[src/rtl/stochastic_decoder.sv]
// stochastic_decoder
//   Converts a unipolar stochastic bitstream back into a binary count. It
//   counts the ones seen over a window of N = 2**LOG_LEN valid samples.
//   The result is held until the next conversion completes.
//
//   Optional feature macro: STOCH_DEC_RUNNING_EN
//   When this macro is defined, the running_count output exposes the live
//   partial ones count.
//
// Ports
//   clk           in   system clock, rising edge
//   rst           in   synchronous active-high reset
//   start         in   request a conversion (accepted only in IDLE)
//   abort         in   cancel the conversion in progress; result untouched
//   bitstream_in  in   stochastic sample bit
//   bit_valid     in   bitstream_in carries a sample this cycle
//   busy          out  high while accumulating
//   done          out  one-cycle pulse when result updates
//   result        out  ones counted in the last completed window (0..N)
//   running_count out  live ones count (STOCH_DEC_RUNNING_EN only)
module stochastic_decoder #(
  parameter int LOG_LEN = 8,
  parameter int RES_W   = LOG_LEN + 1
) (
  input  logic             clk,
  input  logic             rst,
  input  logic             start,
  input  logic             abort,
  input  logic             bitstream_in,
  input  logic             bit_valid,
  output logic             busy,
  output logic             done,
`ifdef STOCH_DEC_RUNNING_EN
  output logic [RES_W-1:0] running_count,
`endif
  output logic [RES_W-1:0] result
);

  localparam int CW = LOG_LEN + 1;
  // Sample index of the Nth valid sample (N-1 counted before it).
  localparam logic [CW-1:0] LAST = {1'b0, {LOG_LEN{1'b1}}};

  typedef enum logic {IDLE, ACCUM} state_e;

  state_e           state_q, state_d;
  logic [CW-1:0]    sample_cnt_q, sample_cnt_d;
  logic [RES_W-1:0] ones_cnt_q, ones_cnt_d;
  logic [RES_W-1:0] result_q, result_d;
  logic             done_q, done_d;

  always_ff @(posedge clk) begin
    if (rst) begin
      state_q      <= IDLE;
      sample_cnt_q <= '0;
      ones_cnt_q   <= '0;
      result_q     <= '0;
      done_q       <= 1'b0;
    end else begin
      state_q      <= state_d;
      sample_cnt_q <= sample_cnt_d;
      ones_cnt_q   <= ones_cnt_d;
      result_q     <= result_d;
      done_q       <= done_d;
    end
  end

  always_comb begin
    state_d      = state_q;
    sample_cnt_d = sample_cnt_q;
    ones_cnt_d   = ones_cnt_q;
    result_d     = result_q;
    done_d       = 1'b0;
    unique case (state_q)
      IDLE: begin
        // abort has priority over start, even in IDLE
        if (start && !abort) begin
          state_d      = ACCUM;
          sample_cnt_d = '0;
          ones_cnt_d   = '0;
        end
      end
      ACCUM: begin
        if (abort) begin
          // The sample at the abort edge is dropped; counters are frozen so
          // the optional running count keeps its partial value.
          state_d = IDLE;
        end else if (bit_valid) begin
          sample_cnt_d = sample_cnt_q + CW'(1);
          ones_cnt_d   = ones_cnt_q + RES_W'(bitstream_in);
          if (sample_cnt_q == LAST) begin
            state_d  = IDLE;
            result_d = ones_cnt_d;
            done_d   = 1'b1;
          end
        end
      end
      default: state_d = IDLE;
    endcase
  end

  assign busy   = (state_q == ACCUM);
  assign done   = done_q;
  assign result = result_q;
`ifdef STOCH_DEC_RUNNING_EN
  assign running_count = ones_cnt_q;
`endif

endmodule

[config.mk]
export PLATFORM = sky130hd
export DESIGN_NAME = stochastic_decoder
export DESIGN_NICKNAME = d
export VERILOG_FILES = /design/src/rtl/stochastic_decoder.sv
export SDC_FILE = /design/constraint.sdc
export NUM_CORES = 1
export LEC_CHECK = 0
export ABC_AREA = 1
export BUFFER_PORTS_ARGS = -buffer_cell sky130_fd_sc_hd__buf_2
export CAP_MARGIN = 10
export CORE_MARGIN = 2
export CORE_UTILIZATION = 42
export CTS_BUF_LIST = sky130_fd_sc_hd__clkbuf_4 sky130_fd_sc_hd__clkbuf_8 sky130_fd_sc_hd__clkbuf_16
export DETAILED_ROUTE_END_ITERATION = 10
export GPL_ROUTABILITY_DRIVEN = 0
export PLACE_DENSITY_LB_ADDON = 0.08
export SLEW_MARGIN = 25
export SYNTH_ARGS = -nofsm -noshare
export SYNTH_HDL_FRONTEND = slang
export SYNTH_SLANG_ARGS = --single-unit
[constraint.sdc]
create_clock -name clk -period 1.8 [get_ports clk]
set_clock_uncertainty 0.1 [all_clocks]
set_input_delay 0.27 -clock clk [delete_from_list [all_inputs] [get_ports clk]]
set_output_delay 0.27 -clock clk [all_outputs]
set_load 0.02 [all_outputs]
---- Word level (Yosys, flattened, before mapping) ----
Index checks and enable logic that the tools add are counted.
word-level totals
  register bits after elaboration ......... 29
  input port bits ......................... 6
  output and inout port bits .............. 11
  word-level logic and storage cells ...... 32
operators by class
  $add $sub $neg .......................... 2
  equality and inequality tests ........... 4
  muxes and demuxes ....................... 13
  bitwise operators ....................... 3
  reductions and logical operators ........ 5
operator list
  operator                                       count
  2-to-1 mux 9 bit                               5
  one-hot mux 9 bit (2 select lines)             2
  adder 9 x 1 -> 9 bit                           1
  adder 9 x 1 -> 9 bit, second input constant    1
  == test 9 x 8 -> 1 bit, second input constant  1
  != test 2 bit, second input constant           3
  2-to-1 mux 1 bit                               5
  AND reduction 4 bit                            1
  OR reduction 4 bit                             1
  inverter 1 bit                                 3
  AND reduction 3 bit                            1
  one-hot mux 1 bit (2 select lines)             1
  logical AND 1 bit                              1
  zero test 1 bit                                1

---- Depth between registers and ports, before layout ----
  word-level depth ........................ 5
  depth in mapped cells ................... 11
  gate-level depth less buffers ........... 10

---- Worst setup path after synthesis ----
Ideal clock, no wire load.
  kind .................................... reg2reg
  start point ............................. reg sample_cnt_q[0]
  end point ............................... reg result_q[6] (netlist: result[6])
  setup time .............................. 115 ps
  arrival ................................. 1,531 ps
  required time ........................... 1,585 ps
  slack ................................... 54 ps
  stages on the path, launching flop included .. 10
  path buffers ............................ 0
  clock period less this slack ............ 1,746 ps
  cells stage by stage .................... dfxtp_1 -> ha_1 -> nand2_1 -> nor4_1 -> ha_1 -> nand2_1 -> nor3_2 -> inv_1 -> o21ai_0 -> inv_1
between the ends
  longest elaborated chain between the ends .. 2
ends and longest elaborated chain
  item                           line  RTL
  start: declaration             46    logic [CW-1:0] sample_cnt_q, sample_cnt_d;
  start signal: assignment       60    sample_cnt_q <= sample_cnt_d;
  == test 9 x 8 -> 1 bit         90    if (sample_cnt_q == LAST) begin
  AND reduction 4 bit (no line)  n/a
  end signal: assignment         62    result_q <= result_d;
  end: declaration               48    logic [RES_W-1:0] result_q, result_d;
No other way between the ends.
A chain may end at the register's enable or synchronous reset.

---- Final worst setup path ----
Same ends and word-level chain as after synthesis.

==> reports/qor.csv <==
metric;value;unit
synth.most_common_cell;nand2_1;
cts-root-buf;clkbuf_4;
routed_wl;3.26;mm
final_nets;241;
ant_nets;0;
drive_gt1_share;24.1;%
setup_viol;0;
rr_endpoint;result[6];
hold_path_end;busy;
grt_start_max_net_pins;14;
synth_flop_cell;dfxtp_1;
cp_max_fo;6;
area_growth;21.1;%
rsz0062_at_grt;true;
design_area;1720;µm²
synthSimpleGateAreaFrac;34.1;%
cp.required;2000;ps
insertedDiodeCount;0;
port_buffers;16;
synth_edf_count;0;
hold_violations;0;
hold_depth;2;
place_area;1560;µm²
h-tree-depth;2;
n_fill_cell;321;
clock_latency;350;ps
ys_ff_latch;29;
fin_crit;1760;ps
synthTopCellsByArea;dfxtp_1 (41%), nand2_1 (14%), nor2_1 (8.5%);
synth_compound_area_share;9.45;%
ys_types;25;
cts_hold_buffers;0;
die_area;3850;µm²
slew_headroom;77.1;%
fp.dieW;62.1;µm
crit_type;flip-flop to flip-flop;
synthAdderAreaFrac;3.53;%
avgViaCountPerCell;4.75;
synth_area;1420;µm²
drtPass1Iterations;4;
avgSynthCellArea;6.94;µm²
clockBufferDepth;2;
yosys.area.top_type;dfxtp_1;
synth-async-reset-ratio;0;%
crit_arrival;1960;ps
grt_pass1_wl;5.25;mm
dpl_worst_slack;-81.3;ps
synth_top_area_share;41.0;%
finalCritPeriodShare;97.7;%
timing.rr.start;sample_cnt_q[0];
antenna_found_initial;0;
drv_slew;0;
ir_drop;0.380;mV
core.rowCount;21;
initial_core_util;43.1;%
seq_area_frac_synth;41.0;%
status;complete, no violations;
min_from;rst;
drcViolationCount;0;
clock.fmax;569;MHz
multi_input_area;744;µm²
final-seq-area;587;µm²
drt_iter0_markers;39;
cts_tree;yes;
setup.worst_path.start_class;flip-flop;
synthesis.nets;214;
r2r_slack;40;ps
ioPinCount;17;
p_leak;0.771;nW
power;1.18;mW
cap_violations;0;
cts.sinks;29;
overflow;0;
detail_route.wl_per_cell;11.7;µm
final_cells;278;
cp-end-kind;flip-flop;
synthXorXnorAreaFrac;1.24;%
fin_util;52.2;%
die_height;62.1;µm
ys_warn_count;0;
synth_top_family_by_area;simple AND/OR/NAND/NOR gates;
syn_inst;204;
clkTransAtPathRegs;100;ps
grt_usage;19.0;%
hpwlAfterDp;2.30;mm
muxShareOfSynthArea;0;%
worst_pin_slew;342;ps
hold_path.class;input pin to flip-flop;
core_area;3280;µm²
r2r_cells;11;
layout_setup_ws;41.9;ps
power_density;686;nW/µm²
vias;1321;
placed_cells;268;
synth_commonest_cells;nand2_1 (54), nor2_1 (32), dfxtp_1 (29), inv_1 (24), a21oi_1 (18);
cts_buffers;5;
first_global_vias;1184;
==> how the worst max path moves through the flow <==
stage	to	depth (start not counted)	start	slack, ps
floorplan	result[6]	9	sample_cnt_q[0]	50
detailed placement	result[6]	11	sample_cnt_q[0]	-80
global route	result[6]	11	sample_cnt_q[0]	-100
global placement	result[6]	11	sample_cnt_q[0]	50
CTS	result[6]	9	sample_cnt_q[0]	-20
finish	result[6]	11	sample_cnt_q[0]	40
==> state kept, by name (all words and copies together) (netlist names) <==
register      flops
ones_cnt_q        9
result            9
sample_cnt_q      9
busy              1
done              1
==> cell usage in the layout, fill, tap and decap left out, types with 2 or more instances in the layout <==
master / Yosys / final
inv_1: 24 / 23
nand3_1: 16 / 16
nand3_2: 2 / 2
a21oi_1: 18 / 16
xor2_1: 2 / 2
ha_1: 4 / 2
o21ai_0: 5 / 3
inv_2: 1 / 2
nor2_1: 32 / 32
dfxtp_2: 0 / 5
clkbuf_4: 0 / 5
nand2_1: 54 / 51
dfxtp_1: 29 / 24
buf_4: 0 / 9
buf_2: 1 / 16
o21ai_1: 1 / 2
clkbuf_8: 0 / 2
a21oi_2: 0 / 2
nand2_2: 1 / 3
==> logic make-up (layout without fill, tap and decap cells) <==
| group | Yosys count | in the layout |
|---|---|---|
| AND/OR/NAND/NOR | 111 | 111 |
| buffers and inverters | 32 | 60 |
| flip-flops | 29 | 29 |
| AO/OA/AOI/OAI | 26 | 26 |
| adder cells (fa/ha/maj) | 4 | 4 |
| XOR/XNOR | 2 | 2 |
==> layer usage <==
layer / part of all wire [%] / up-vias / track usage (%) / wire [µm]
li1: - / 694 / - / -
met1: 50 / 593 / 25.3 / 1610
met2: 44 / 29 / 28.1 / 1420
met3: 5.1 / 5 / 6.83 / 165
met4: 1.7 / 0 / 7.29 / 57
met5: 0 / - / 0 / 0
==> critical path: stages (launching register included) <==
cell and delay [ps]:
dfxtp_2 360, ha_4 150, nand2_4 60, nor4_4 160, ha_2 230, nand2_2 80
nor3_4 180, buf_6 150, nor2_1 40, nor2_1 80, o21ai_1 70, inv_1 50
==> layout make-up <==
| type | instances | area share [%] |
|---|---|---|
| Inverter | 26 | 5.69 |
| Clock buffer | 7 | 3.79 |
| Timing Repair Buffer | 26 | 9.26 |
| Clock inverter | 1 | 0.292 |
| Sequential cell | 29 | 34.2 |
| Multi-Input combinational cell | 143 | 43.4 |
| Tap cell | 46 | 3.36 |
==> power breakdown <==
group	leakage, nW	total (mW)	switching, mW	internal [mW]
Combinational	0.493	0.0606	0.0416	0.0190
Sequential	0.236	0.646	0.00259	0.643
Clock	0.0413	0.471	0.245	0.226
==> per-stage QoR <==
stage | hold WS (ps) | setup TNS [ps]
6_report | 118 | 0
5_1_grt | 137 | -634
4_1_cts | 111 | -26.4
3_5_place_dp | 358 | -395
3_3_place_gp | 357 | 0
2_1_floorplan | 343 | 0
==> what timing repair did <==
item | 4_1_cts | 5_1_grt
buffers inserted | 1 | 0
pin swaps | 0 | 6
cloned | 1 | 0
resized for setup | 10 | 14
setup endpoints to repair | 8 | 10
Power figures use the tool's default switching activity.
